$ cat src/rtl/seven_seg_count_monitor_if.sv
// Segment inputs and decoded status of the seven-segment count monitor.
// master drives the display side; slave is the monitor itself.
interface seven_seg_count_monitor_if #(
  parameter int unsigned ERR_W = 8
);
  logic             a, b, c, d, e, f, g;
  logic             seg;
  logic [3:0]       value;
  logic             valid;
  logic             dir;
  logic             step_err;
  logic             pat_err;
  logic             stalled;
  logic [ERR_W-1:0] err_cnt;

  modport master (
    output a, b, c, d, e, f, g, seg,
    input  value, valid, dir, step_err, pat_err, stalled, err_cnt
  );

  modport slave (
    input  a, b, c, d, e, f, g, seg,
    output value, valid, dir, step_err, pat_err, stalled, err_cnt
  );
endinterface

$ cat src/rtl/seven_seg_count_monitor.sv
// Receive-side checker for a 7-segment up/down counter display: decodes glyphs back to hex,
// tracks direction and flags illegal glyphs, non-unit steps and a stalled count.
module seven_seg_count_monitor #(
  parameter bit          ACTIVE_LOW = 1'b0,
  parameter int unsigned STALL_CYC  = 20,
  parameter int unsigned ERR_W      = 8
) (
  input logic                      clk,
  input logic                      rst,
  seven_seg_count_monitor_if.slave bus
);

  localparam int unsigned SW = $clog2(STALL_CYC + 1);
  localparam logic [SW-1:0] StallMax = SW'(STALL_CYC);

  typedef enum logic {StInit, StTrack} state_e;

  // Returns {legal, hex} for a gfedcba pattern.
  function automatic logic [4:0] decode(input logic [6:0] p);
    unique case (p)
      7'h3F:   decode = {1'b1, 4'h0};
      7'h06:   decode = {1'b1, 4'h1};
      7'h5B:   decode = {1'b1, 4'h2};
      7'h4F:   decode = {1'b1, 4'h3};
      7'h66:   decode = {1'b1, 4'h4};
      7'h6D:   decode = {1'b1, 4'h5};
      7'h7D:   decode = {1'b1, 4'h6};
      7'h07:   decode = {1'b1, 4'h7};
      7'h7F:   decode = {1'b1, 4'h8};
      7'h6F:   decode = {1'b1, 4'h9};
      7'h77:   decode = {1'b1, 4'hA};
      7'h7C:   decode = {1'b1, 4'hB};
      7'h39:   decode = {1'b1, 4'hC};
      7'h5E:   decode = {1'b1, 4'hD};
      7'h79:   decode = {1'b1, 4'hE};
      7'h71:   decode = {1'b1, 4'hF};
      default: decode = {1'b0, 4'h0};
    endcase
  endfunction

  logic [6:0]       pat_q;
  logic             en_q;
  state_e           state_q, state_d;
  logic [3:0]       value_q, value_d;
  logic             valid_q, valid_d;
  logic             dir_q, dir_d;
  logic             step_err_q, step_err_d;
  logic             pat_err_q, pat_err_d;
  logic [SW-1:0]    stall_q, stall_d;
  logic [ERR_W-1:0] err_cnt_q, err_cnt_d;
  logic             legal;
  logic [3:0]       dec_val;

  // Stage 1: capture raw pattern, normalised to active-high.
  always_ff @(posedge clk or posedge rst) begin
    if (rst) begin
      pat_q <= '0;
      en_q  <= 1'b0;
    end else begin
      pat_q <= {bus.g, bus.f, bus.e, bus.d, bus.c, bus.b, bus.a} ^ {7{ACTIVE_LOW}};
      en_q  <= bus.seg;
    end
  end

  assign {legal, dec_val} = decode(pat_q);

  always_comb begin
    state_d    = state_q;
    value_d    = value_q;
    valid_d    = valid_q;
    dir_d      = dir_q;
    stall_d    = stall_q;
    step_err_d = 1'b0;
    pat_err_d  = 1'b0;
    err_cnt_d  = err_cnt_q;
    if (en_q) begin
      if (!legal) begin
        pat_err_d = 1'b1;
      end else if (state_q == StInit) begin
        value_d = dec_val;
        valid_d = 1'b1;
        state_d = StTrack;
      end else if (dec_val == value_q) begin
        if (stall_q != StallMax) stall_d = stall_q + 1'b1;
      end else begin
        value_d = dec_val;
        stall_d = '0;
        if (dec_val == 4'(value_q + 4'd1))      dir_d = 1'b1;
        else if (dec_val == 4'(value_q - 4'd1)) dir_d = 1'b0;
        else                                    step_err_d = 1'b1;
      end
    end
    if ((step_err_d || pat_err_d) && (err_cnt_q != '1)) err_cnt_d = err_cnt_q + 1'b1;
  end

  // Stage 2: decoded state and registered outputs.
  always_ff @(posedge clk or posedge rst) begin
    if (rst) begin
      state_q    <= StInit;
      value_q    <= '0;
      valid_q    <= 1'b0;
      dir_q      <= 1'b1;
      stall_q    <= '0;
      step_err_q <= 1'b0;
      pat_err_q  <= 1'b0;
      err_cnt_q  <= '0;
    end else begin
      state_q    <= state_d;
      value_q    <= value_d;
      valid_q    <= valid_d;
      dir_q      <= dir_d;
      stall_q    <= stall_d;
      step_err_q <= step_err_d;
      pat_err_q  <= pat_err_d;
      err_cnt_q  <= err_cnt_d;
    end
  end

  assign bus.value    = value_q;
  assign bus.valid    = valid_q;
  assign bus.dir      = dir_q;
  assign bus.step_err = step_err_q;
  assign bus.pat_err  = pat_err_q;
  assign bus.stalled  = (stall_q == StallMax);
  assign bus.err_cnt  = err_cnt_q;

endmodule

$ cat src/flat_wrapper.sv
// flat-port wrapper written by rule: the top's interface ports become plain ports
module seven_seg_count_monitor_flat 
#(
  parameter bit          ACTIVE_LOW = 1'b0,
  parameter int unsigned STALL_CYC  = 20,
  parameter int unsigned ERR_W      = 8
)
  (clk, rst, bus_a, bus_b, bus_c, bus_d, bus_e, bus_f, bus_g, bus_seg, bus_value, bus_valid, bus_dir, bus_step_err, bus_pat_err, bus_stalled, bus_err_cnt);
  seven_seg_count_monitor_if #(.ERR_W(ERR_W)) bus_i ();
  input logic clk;
  input logic rst;
  input wire logic [$bits(bus_i.a)-1:0] bus_a;
  input wire logic [$bits(bus_i.b)-1:0] bus_b;
  input wire logic [$bits(bus_i.c)-1:0] bus_c;
  input wire logic [$bits(bus_i.d)-1:0] bus_d;
  input wire logic [$bits(bus_i.e)-1:0] bus_e;
  input wire logic [$bits(bus_i.f)-1:0] bus_f;
  input wire logic [$bits(bus_i.g)-1:0] bus_g;
  input wire logic [$bits(bus_i.seg)-1:0] bus_seg;
  output wire logic [$bits(bus_i.value)-1:0] bus_value;
  output wire logic [$bits(bus_i.valid)-1:0] bus_valid;
  output wire logic [$bits(bus_i.dir)-1:0] bus_dir;
  output wire logic [$bits(bus_i.step_err)-1:0] bus_step_err;
  output wire logic [$bits(bus_i.pat_err)-1:0] bus_pat_err;
  output wire logic [$bits(bus_i.stalled)-1:0] bus_stalled;
  output wire logic [$bits(bus_i.err_cnt)-1:0] bus_err_cnt;
  assign bus_i.a = bus_a;
  assign bus_i.b = bus_b;
  assign bus_i.c = bus_c;
  assign bus_i.d = bus_d;
  assign bus_i.e = bus_e;
  assign bus_i.f = bus_f;
  assign bus_i.g = bus_g;
  assign bus_i.seg = bus_seg;
  assign bus_value = bus_i.value;
  assign bus_valid = bus_i.valid;
  assign bus_dir = bus_i.dir;
  assign bus_step_err = bus_i.step_err;
  assign bus_pat_err = bus_i.pat_err;
  assign bus_stalled = bus_i.stalled;
  assign bus_err_cnt = bus_i.err_cnt;
  seven_seg_count_monitor #(.ACTIVE_LOW(ACTIVE_LOW), .STALL_CYC(STALL_CYC), .ERR_W(ERR_W)) u_core (.clk(clk), .rst(rst), .bus(bus_i));
endmodule
$ cat config.mk
export PLATFORM = sky130hd
export DESIGN_NAME = seven_seg_count_monitor_flat
export DESIGN_NICKNAME = d
export VERILOG_FILES = /design/src/rtl/seven_seg_count_monitor_if.sv /design/src/rtl/seven_seg_count_monitor.sv /design/src/flat_wrapper.sv
export SDC_FILE = /design/constraint.sdc
export NUM_CORES = 1
export LEC_CHECK = 0
export ABC_AREA = 1
export ABC_CLOCK_PERIOD_IN_PS = 4500
export CAP_MARGIN = 20
export CORE_ASPECT_RATIO = 2
export CORE_UTILIZATION = 49
export CTS_BUF_LIST = sky130_fd_sc_hd__clkbuf_4 sky130_fd_sc_hd__clkbuf_8 sky130_fd_sc_hd__clkbuf_16
export DETAILED_ROUTE_END_ITERATION = 16
export HOLD_SLACK_MARGIN = 0.05
export PLACE_DENSITY = 0.73
export SYNTH_ARGS = -nofsm -noshare
export SYNTH_HDL_FRONTEND = slang
export SYNTH_SLANG_ARGS = --single-unit
export TNS_END_PERCENT = 20
$ cat constraint.sdc
create_clock -name clk -period 4.5 [get_ports clk]
set_clock_uncertainty 0.1 [all_clocks]
set_input_delay 0.45 -clock clk [delete_from_list [all_inputs] [get_ports clk]]
set_output_delay 0.45 -clock clk [all_outputs]
set_load 0.005 [all_outputs]
==> metrics.csv, run 1 <==
stage,metric,value,unit
outcome,status,finished clean,
detailed_routing,drc,0,
job,cap_violations,0,
pwr,p_leak,1.205,nW
pwr,pwr-share-seq,41.0,%
worst_setup_path,crit_required,4570,ps
detailed_routing,viasPerCell,4.947,
clock_network,cts_buffer_depth,2,
sta,setup_viol_count_final,0,
min_path,hold_class,in -> async,
floorplan,rows,31,
layout,multi_input_area,1006,µm²
global_route,grt_use_total,23.16,%
detailed_routing,dr.pass1.iters,4,
detailed_routing,drtAntennaViolNets,0,
sta,period_minus_slack,2281,ps
worst_setup_path,r2r_start,u_core.pat_q[1]$_DFF_PP0_,
worst_setup_path,r2r_end,u_core.bus.err_cnt[4]$_DFFE_PP0P_,
sta,rsz0062_at_grt,no,
placement,dp_hpwl,3.098,mm
detailed_routing,vias,1677,
global_route,grt_pass1_vias,1631,
global_route,antenna_found_initial,0,
floorplan,design.die.area,4052,µm²
clock_network,clock-sinks,30,
sta,fmax,438.4,MHz
clock_network,htree_levels,2,
worst_setup_path,critPathMaxStageDelay,410,ps
global_route,grt_max_degree,25,
sta,worst-slew-pin-transition,387.1,ps
layout,final_cell_mix,"nand2_1 (84), nand3_1 (33), nor2_1 (31), dfrtp_1 (29)",
pwr,pwr-share-comb,34.4,%
pwr,sw_frac_of_total,34.83,%
layout,num_antenna_cells,0,
clock_network,path_clk_slew,70,ps
yosys,synthCells,255,
sta,finalCritPeriodShare,50.69,%
worst_setup_path,cpMostUsedCell,nand2_1,
detailed_routing,drtIter0Drc,36,
yosys,yosysWarningCount,0,
sta,setup_ws,2219,ps
yosys,synth_area_per_cell,7.277,µm²
placement,numPortBuffers,26,
global_route,grt_pass1_wl,6.762,mm
clock_network,cts_buffers,5,
layout,drive_gt1_share,10.34,%
placement,routabilityCongestion,0.8827,
layout,nNetsFinal,304,
layout,final_common_cell,nand2_1,
worst_setup_path,crit_slowest_cell,dfrtp_1,
floorplan,initial_utilization,51.44,%
pwr,pwr-share-clk,24.5,%
pwr,p_int,0.0006131,W
pwr,ir_drop,361.0,µV
worst_setup_path,startpoint_type,register,
pwr,p_switching,0.0003277,W
detailed_routing,wl,3.963,mm
yosys,ys_seq_elements,30,
layout,syn2layout_area_growth,23.94,%
worst_setup_path,path_class,reg -> reg,
floorplan,die_x,45.52,µm
floorplan,core_area,3607,µm²
floorplan,die_height,89.03,µm
clock_network,ctsResizeCount,0,
worst_setup_path,worstPathMaxFanout,9,
worst_setup_path,crit_chain,"inv_1, nand2_1, nor3_2, nor2_4, nand4_2, nand2_2, nor2_2, nand2_4, o21ai_4, nand2_4, nand2_1, nand2_1",
global_route,gr-total-overflow,0,
placement,place_ws,2215,ps
yosys,synthesis.nets,270,
clock_network,root_buffer,clkbuf_8,
sta,slew_viol_final,0,
layout,ff_latch_area,752.0,µm²
floorplan,ios,27,
worst_setup_path,r2r_cells,12,
sta,hold_viol_final,0,
detailed_routing,wl_per_cell,11.69,µm
worst_setup_path,cp.arrival,2350,ps
yosys,syn_area,1856,µm²
yosys,synth.distinct_cells,22,
clock_network,clock_latency,280,ps
sta,finalSetupTns,0,ps
worst_setup_path,reg2reg_slack,2220,ps
sta,relSlewSlack,74.12,%
clock_network,cts_setup_buffers,0,
clock_network,cts_tree,yes,
yosys,synth_seq_area_share,40.53,%
layout,n_fill_cell,343,
clock_network,postCtsHoldBufs,0,
worst_setup_path,end_kind,register,
pwr,p_per_area,409.1,nW/µm²
## through the flow
| stage | total power [W] | cells | instance area (µm²) | utilization [%] | hold slack, ps |
|---|---|---|---|---|---|
| final | 0.0009409 | 339 | 2300 | 63.75 | 322.4 |
| after floorplan | 0.0005785 | 255 | 1856 | - | 344.2 |
| after detailed placement | 0.0007123 | 331 | 2205 | 61.12 | 371.7 |
| after global routing | 0.001008 | 339 | 2300 | 63.75 | 366.2 |
| after CTS | 0.0009479 | 339 | 2300 | 63.75 | 333.3 |
| after global placement | 0.0007043 | 330 | 2177 | 60.35 | 369.4 |
## registers in the layout, summed over array words and instances (netlist names)
signal	cells
u_core.bus.dir	1
u_core.bus.err_cnt	8
u_core.bus.pat_err	1
u_core.bus.step_err	1
u_core.bus.valid	1
u_core.bus.value	4
u_core.en_q	1
u_core.pat_q	7
u_core.stall_q	5
u_core.state_q	1
## how the worst max path moves through the flow
stage	start	end	slack [ps]	depth (start not counted)
after floorplan	u_core.pat_q[1]$_DFF_PP0_	u_core.bus.err_cnt[3]$_DFFE_PP0P_	2540	12
after global placement	u_core.pat_q[1]$_DFF_PP0_	u_core.bus.err_cnt[3]$_DFFE_PP0P_	2280	12
after detailed placement	u_core.pat_q[1]$_DFF_PP0_	u_core.bus.err_cnt[4]$_DFFE_PP0P_	2210	12
after CTS	u_core.pat_q[1]$_DFF_PP0_	u_core.bus.err_cnt[4]$_DFFE_PP0P_	2200	12
after global routing	u_core.pat_q[1]$_DFF_PP0_	u_core.bus.err_cnt[4]$_DFFE_PP0P_	2040	12
final	u_core.pat_q[1]$_DFF_PP0_	u_core.bus.err_cnt[4]$_DFFE_PP0P_	2220	12
## worst max-delay path: cells and delay by family, from the launching register on
kind            cells  cell delay, ps
buf+inv             1              80
simple gates       10            1280
flops               1             410
compound gates      1             300
## area by class of cell
class / count / share of cell area (%)
multi-input combinational: 199 / 43.74
sequential: 30 / 32.70
timing repair buffer: 27 / 12.51
inverter: 26 / 4.244
clock buffer: 7 / 3.917
tap: 49 / 2.666
clock inverter: 1 / 0.2176
## power groups by stage
stage	combinational [W]	clock, W	sequential (W)
6_report	0.000324	0.000231	0.000386
3_3_place_gp	0.000315	0	0.000390
2_1_floorplan	0.000200	0	0.000379
3_5_place_dp	0.000322	0	0.000390
5_1_grt	0.000370	0.000243	0.000394
4_1_cts	0.000327	0.000235	0.000386
## kinds of logic after synthesis
family	Yosys count	share of synthesized area, %
adders and majority gates	5	3.372
buffers and inverters	26	5.259
and+or+nand+nor	171	41.40
AOI/OAI and AO/OA	11	3.776
DFF	30	40.53
xor gates and xnor gates	12	5.665
## cells in the mapped netlist
library cell | instances | area share [%]
a21oi_1 | 1 | 0.27
dfrtp_1 | 29 | 39
dfstp_2 | 1 | 1.4
ha_1 | 5 | 3.4
inv_1 | 26 | 5.3
nand2_1 | 84 | 17
nand2_2 | 8 | 2.7
nand2_4 | 2 | 1.2
nand3_1 | 33 | 8.9
nand3b_1 | 3 | 1.2
nand4_1 | 1 | 0.34
nand4_2 | 1 | 0.67
nor2_1 | 31 | 6.3
nor2_2 | 5 | 1.7
nor2_4 | 1 | 0.61
nor3_1 | 1 | 0.27
nor3_2 | 1 | 0.54
o21ai_0 | 8 | 2.2
o21ai_2 | 1 | 0.47
o21ai_4 | 1 | 0.88
xnor2_1 | 3 | 1.4
xor2_1 | 9 | 4.2
## routing by layer
metal	wire length, µm	GRT usage, %	share of wire (%)
met5	0	0	0
met4	97	11.57	2.4
met3	72	3.636	1.8
met2	2265	44.29	57
met1	1527	22.16	39
Power figures use the tool's default switching activity.
==> run 2, diff against run 1 <==
--- a/config.mk
+++ b/config.mk
@@ -6,14 +6,14 @@
 export NUM_CORES = 1
 export LEC_CHECK = 0
 export ABC_AREA = 1
-export ABC_CLOCK_PERIOD_IN_PS = 4500
+export ABC_CLOCK_PERIOD_IN_PS = 1900
 export CAP_MARGIN = 20
 export CORE_ASPECT_RATIO = 2
 export CORE_UTILIZATION = 49
 export CTS_BUF_LIST = sky130_fd_sc_hd__clkbuf_4 sky130_fd_sc_hd__clkbuf_8 sky130_fd_sc_hd__clkbuf_16
 export DETAILED_ROUTE_END_ITERATION = 16
 export HOLD_SLACK_MARGIN = 0.05
-export PLACE_DENSITY = 0.73
+export PLACE_DENSITY = 0.76
 export SYNTH_ARGS = -nofsm -noshare
 export SYNTH_HDL_FRONTEND = slang
 export SYNTH_SLANG_ARGS = --single-unit
==> constraint.sdc (replaced) <==
create_clock -name clk -period 1.9 [get_ports clk]
set_clock_uncertainty 0.1 [all_clocks]
set_input_delay 0.19 -clock clk [delete_from_list [all_inputs] [get_ports clk]]
set_output_delay 0.19 -clock clk [all_outputs]
set_load 0.005 [all_outputs]
==> run 2 against run 1 <==
  * The flow now finishes with violations (negative setup slack)
  * Count of clock-buffer cells in the layout unchanged
  * Clock power up 130%
  * Setup slack worse by 2500 ps
  * Hold slack worse by 140 ps
  * Non-clock buffer count up 30
  * Fmax up 2.9%
  * Sequential share of layout area down 5.6 points
  * Critical path type unchanged
  * Critical endpoint is now u_core.bus.err_cnt[5]$_DFFE_PP0P_
==> metrics.csv, run 2 (synthesis gave the netlist of run 1 again) <==
stage,metric,value,unit
layout,drive_gt1_share,36.14,%
sta,period_minus_slack,2216,ps
worst_setup_path,worstPathMaxFanout,8,
worst_setup_path,critPathMaxStageDelay,470,ps
global_route,met2_usage,49.22,%
placement,dp_cells,352,
floorplan,design.die.area,4052,µm²
detailed_routing,vias,1869,
worst_setup_path,r2r_start,u_core.pat_q[6]$_DFF_PP0_,
detailed_routing,wl,5.055,mm
detailed_routing,wl_per_cell,13.66,µm
sta,finalSetupTns,-4513,ps
worst_setup_path,crit_required,1960,ps
global_route,gr-total-overflow,0,
layout,multi_input_area,1272,µm²
sta,worst-slew-pin-transition,423.3,ps
pwr,ir_drop,692.1,µV
detailed_routing,drc,0,
clock_network,postCtsHoldBufs,0,
clock_network,clock_latency,280,ps
pwr,p_per_area,863.0,nW/µm²
outcome,violations,negative setup slack,
layout,nNetsFinal,335,
clock_network,path_clk_slew,70,ps
floorplan,die_x,45.52,µm
placement,routabilityCongestion,0.8541,
sta,finalCritPeriodShare,116.6,%
global_route,grt_pass1_vias,1868,
clock_network,cts_buffer_depth,2,
worst_setup_path,crit_slowest_cell,dfrtp_2,
worst_setup_path,startpoint_type,register,
placement,numPortBuffers,26,
worst_setup_path,cpMostUsedCell,nand2_1,
global_route,busiest_layer,met2,
sta,fmax,451.3,MHz
sta,rsz0062_at_grt,yes,
sta,setup_ws,-315.8,ps
sta,hold_viol_final,0,
layout,final_common_cell,nand2_1,
global_route,groute.layer.met1.usage,26.21,%
job,cap_violations,0,
sta,setup_viol_count_final,19,
worst_setup_path,crit_chain,"nand2_4, nor2_4, nand3_1, nand2_1, nor2_4, nand2_2, nand2_1, nand2_1, nor2_1, nand2_1, nand2_2, o21ai_4, nand2_4, nand2_2, nand2_1",
layout,num_antenna_cells,0,
global_route,grt_use_total,26.57,%
worst_setup_path,end_kind,register,
pwr,p_leak,1.418,nW
layout,final_cell_mix,"nand2_1 (60), nand3_1 (30), buf_4 (26), nand2_2 (25), clkdlybuf4s50_1 (25)",
worst_setup_path,r2r_end,u_core.bus.err_cnt[5]$_DFFE_PP0P_,
global_route,antenna_found_initial,0,
layout,n_fill_cell,246,
placement,placed_area,2362,µm²
worst_setup_path,path_class,reg -> reg,
worst_setup_path,reg2reg_slack,-320,ps
sta,holdWs,186.7,ps
placement,place_ws,-379.7,ps
clock_network,clock-sinks,30,
floorplan,die_height,89.03,µm
worst_setup_path,cp.arrival,2280,ps
worst_setup_path,path_buf_inv,0,
layout,largest_reg_flops,8,
detailed_routing,drtIter0Drc,37,
detailed_routing,drtAntennaViolNets,0,
layout,ff_latch_area,758.2,µm²
floorplan,rows,31,
clock_network,root_buffer,clkbuf_8,
floorplan,initial_utilization,51.44,%
clock_network,cts_buffers,5,
clock_network,htree_levels,2,
worst_setup_path,r2r_cells,15,
placement,dp_hpwl,3.379,mm
min_path,hold_class,in -> async,
layout,fin_cells,370,
global_route,grt_pass1_wl,7.797,mm
sta,relSlewSlack,71.70,%
worst_setup_path,cp_top_family,simple AND/OR/NAND/NOR gates,
floorplan,core_area,3607,µm²
layout,syn2layout_area_growth,50.98,%
detailed_routing,dr.pass1.iters,4,
sta,slew_viol_final,0,
floorplan,ios,27,
global_route,grt_max_degree,31,
global_route,grt_use_met3,4.242,%
clock_network,cts_tree,yes,
detailed_routing,viasPerCell,5.051,
layout,design_area,2801,µm²
outcome,status,"finished, violations left",
run 2: changes by cell type in the layout (fill, tap and decap cells not counted), sizes merged:
| cell | previous run | this run |
|---|---|---|
| clkdlybuf4s50 | 26 | 25 |
| nor2 | 37 | 38 |
| dlymetal6s2s | 0 | 1 |
| buf | 1 | 31 |
run 2: worst reg2reg max path: cells and delay by family, from the launching register on:
family	cells	cell delay, ps
simple gates	14	1300
flops	1	470
compound gates	1	240
run 2: how the worst max path moves through the flow:
stage,startpoint,end,slack (ps),cells past startpoint
3_5_place_dp,u_core.pat_q[5]$_DFF_PP0_,u_core.bus.err_cnt[7]$_DFFE_PP0P_,-380,16
3_3_place_gp,u_core.pat_q[5]$_DFF_PP0_,u_core.bus.err_cnt[6]$_DFFE_PP0P_,-350,16
2_1_floorplan,u_core.pat_q[1]$_DFF_PP0_,u_core.bus.err_cnt[3]$_DFFE_PP0P_,-20,14
5_1_grt,u_core.pat_q[0]$_DFF_PP0_,u_core.bus.err_cnt[7]$_DFFE_PP0P_,-450,16
6_report,u_core.pat_q[6]$_DFF_PP0_,u_core.bus.err_cnt[5]$_DFFE_PP0P_,-320,15
4_1_cts,u_core.pat_q[2]$_DFF_PP0_,u_core.bus.err_cnt[7]$_DFFE_PP0P_,-210,15
run 2: final cells by class:
| class | instances | share of cell area, % |
|---|---|---|
| Multi-Input combinational cell | 200 | 45.42 |
| Tap cell | 49 | 2.188 |
| Inverter | 26 | 3.573 |
| Timing Repair Buffer | 57 | 18.36 |
| Sequential cell | 30 | 27.07 |
| Clock inverter | 1 | 0.1787 |
| Clock buffer | 7 | 3.216 |
run 2: metal layers:
| layer | wire, µm | share of wire [%] |
|---|---|---|
| met1 | 1851 | 37 |
| met2 | 2922 | 58 |
| met3 | 124 | 2.5 |
| met4 | 157 | 3.1 |
| met5 | 0 | 0 |
run 2: through the flow:
step | utilization [%] | total power (W)
2_1_floorplan | - | 0.001374
3_3_place_gp | 65.49 | 0.001765
3_5_place_dp | 65.49 | 0.001777
4_1_cts | 72.88 | 0.002371
5_1_grt | 77.66 | 0.002582
6_report | 77.66 | 0.002418
run 2: power breakdown:
part | internal [W] | switching (W) | total (W)
clock network | 0.000306 | 0.000228 | 0.000533
registers | 0.000766 | 0.000152 | 0.000917
logic | 0.000498 | 0.000469 | 0.000967
total | 0.00157 | 0.000848 | 0.00242
run 2: what timing repair did:
| item | in CTS | in global routing |
|---|---|---|
| buffers inserted | 7 | 2 |
| endpoints found under the setup margin | 19 | 20 |
| gates resized for setup | 38 | 47 |
| cloned | 1 | 0 |
| pin swaps | 9 | 25 |
==> RTL change (flow settings as in run 2) <==
`value_q` no longer has a reset.
--- a/src/rtl/seven_seg_count_monitor.sv
+++ b/src/rtl/seven_seg_count_monitor.sv
@@ -97,7 +97,6 @@
   always_ff @(posedge clk or posedge rst) begin
     if (rst) begin
       state_q    <= StInit;
-      value_q    <= '0;
       valid_q    <= 1'b0;
       dir_q      <= 1'b1;
       stall_q    <= '0;
@@ -106,7 +105,6 @@
       err_cnt_q  <= '0;
     end else begin
       state_q    <= state_d;
-      value_q    <= value_d;
       valid_q    <= valid_d;
       dir_q      <= dir_d;
       stall_q    <= stall_d;
@@ -114,6 +112,10 @@
       pat_err_q  <= pat_err_d;
       err_cnt_q  <= err_cnt_d;
     end
+  end
+
+  always_ff @(posedge clk) begin
+    value_q <= value_d;
   end
 
   assign bus.value    = value_q;
Behaviour: differs if rst is asserted again (counterexample within 4 cycles, from zero or initial values and one cycle with rst high); with rst held inactive, the same outputs for 10 cycles.
==> RTL change against run 2 <==
- the flow still finishes with violations (negative setup slack)
- setup slack gained 0.63 ps
- sequential cell count is the same
- power shrank 23%
- cell area shrank 4.2%
- die area grew 0.19%
- combinational power shrank 46%
- wire length shrank 5.8%
- via count shrank 0.43%
- area after synthesis grew 0.20%
- maximum frequency is essentially flat
- count of clock-buffer cells in the layout shrank 1
- critical endpoint unchanged
- highest routed layer unchanged
==> RTL change: results (changes against run 2) <==
| Metric | Value |
|---|---|
| Status | complete, but fails checks (unchanged) |
| Violated checks | negative setup slack (unchanged) |
| Hold WC Path Type | primary input to flop (was primary input to asynchronous set/reset pin) |
| Syn_nets | 266 (was 270) |
| Async set-reset flop share out of synthesis | 0.867 (was 1.00) |
| Slew headroom | 0.747 (was 0.717) |
| Yosys warns | 0 (unchanged) |
| Synthesized-area fraction occupied by adder cells | 0.0336 (was 0.0337) |
| CP max-delay cell | dfrtp_1 (was dfrtp_2) |
| Yosys cell types | 24 (was 22) |
| Largest net degree at the start of global routing | 23 (was 31) |
| CP max stage delay | 420 ps (was 470 ps) |
| Proportion of layout cells with a drive suffix above 1 | 0.348 (was 0.361) |
| Total number of vias | 1861 (was 1869) |
| Final Wtd Congestion | 0.934 (was 0.854) |
| Vias in the first global route | 1800 (was 1868) |
| GRT Overall Usage | 0.255 (was 0.266) |
| Layout fillers | 288 (was 246) |
| Clock tree buffer depth | 2 (unchanged) |
| Global-route wire length before repair | 7450 µm (was 7800 µm) |
| Multiplexer share of the synthesized area | 0 (unchanged) |
| Worst IR Drop VDD | 0.651 mV (was 0.692 mV) |
| Register area share after synthesis | 0.415 (was 0.405) |
| CP endpoint kind | flop (unchanged) |
| Drt wl/cell | 13.2 µm (was 13.7 µm) |
| Synth top cells by count | nand2_1, nand3_1, nor2_1, inv_1, dfrtp_1 (was nand2_1, nand3_1, nor2_1, dfrtp_1, inv_1) |
| Ranking of synthesized cells by area | dfrtp_1, nand2_1, nand3_1 (unchanged) |
| Hold Crit Start | bus_a |
| EDFF count, synth | 4 (was 0) |
| Ant diodes | 0 (unchanged) |
| Hold WS | 243 ps (was 187 ps) |
| Leakage | 1.35 nW (was 1.42 nW) |
| Endpoints failing setup | 19 (unchanged) |
| Initial antenna violation count | 0 (unchanged) |
| Final worst setup slack | -315 ps (was -316 ps) |
| DRT iter0 DRCs | 61 (was 37) |
| Synthesized-area fraction occupied by ao, oa, aoi and oai cells | 0.0370 (was 0.0378) |
| Start of the worst register-to-register path | u_core.pat_q[6]$_DFF_PP0_ (unchanged) |
| Net switching power | 571 µW (was 848 µW) |
| Final nets | 327 (was 335) |
| Final HPWL DP | 3150 µm (was 3380 µm) |
| Synth Area in XOR/XNOR | 0.0565 (was 0.0566) |
## RTL change: cell types whose count changed after synthesis, moves of 2 or more
cell and change:
dfrtp_1 -4, nand2_1 -5, edfxtp_1 +4, o21ai_0 -2
## RTL change: routing by layer
metal / share of wire / wire, µm / GRT usage / vias to the layer above
met3: 0.020 / 94 / 0.0343 / 11
li1: - / - / - / 920
met4: 0.029 / 138 / 0.157 / 0
met1: 0.36 / 1740 / 0.249 / 892
met5: 0 / 0 / 0 / -
met2: 0.59 / 2790 / 0.471 / 38
## RTL change: repair_timing
| item | 4_1_cts | 5_1_grt |
|---|---|---|
| resized for setup | 15 | 55 |
| hold buffers | 1 | 0 |
| endpoints found under the hold margin | 4 | 0 |
| endpoints found under the setup margin | 20 | 20 |
| buffers inserted | 1 | 6 |
| cloned | 2 | 0 |
| pin swaps | 6 | 28 |
## RTL change: cell families (layout without fill, tap and decap cells)
group,count (synthesis),count (layout)
AO/OA/AOI/OAI,11,12
XOR/XNOR,12,12
adder cells (fa/ha/maj),5,5
buffers and inverters,27,87
flip-flops,30,30
AND/OR/NAND/NOR,166,167
## RTL change: layout make-up
type                    count  area (µm²)  area share
multi-input cells         196        1200       0.447
flip-flops and latches     30         777       0.290
repair buffers             52         460       0.172
inverters                  27         101      0.0378
clock buffers               6        76.3      0.0284
well taps                  49        61.3      0.0228
clock inverters             2        8.76     0.00326
## RTL change: power groups by stage
stage          registers [mW]  logic (mW)  clock network [mW]
2_1_floorplan           0.832       0.229                   0
3_3_place_gp            0.844       0.456                   0
3_5_place_dp            0.844       0.466                   0
4_1_cts                 0.836       0.486               0.509
5_1_grt                 0.859       0.582               0.528
6_report                0.845       0.519               0.493
## RTL change: worst reg2reg max path: cells and delay by family (launching register included)
family	cells	cell delay, ps
AND/OR/NAND/NOR	14	1360
flip-flops	1	420
AO/OA/AOI/OAI	1	240
## RTL change: through the flow
step           instance area [µm²]  cells  setup WS (ps)  setup TNS (ps)
5_1_grt                       2680    362           -471           -7170
2_1_floorplan                 1860    251          -65.6            -520
6_report                      2680    362           -315           -4440
3_3_place_gp                  2320    344           -278           -3820
4_1_cts                       2490    356           -238           -3550
3_5_place_dp                  2320    344           -293           -4190
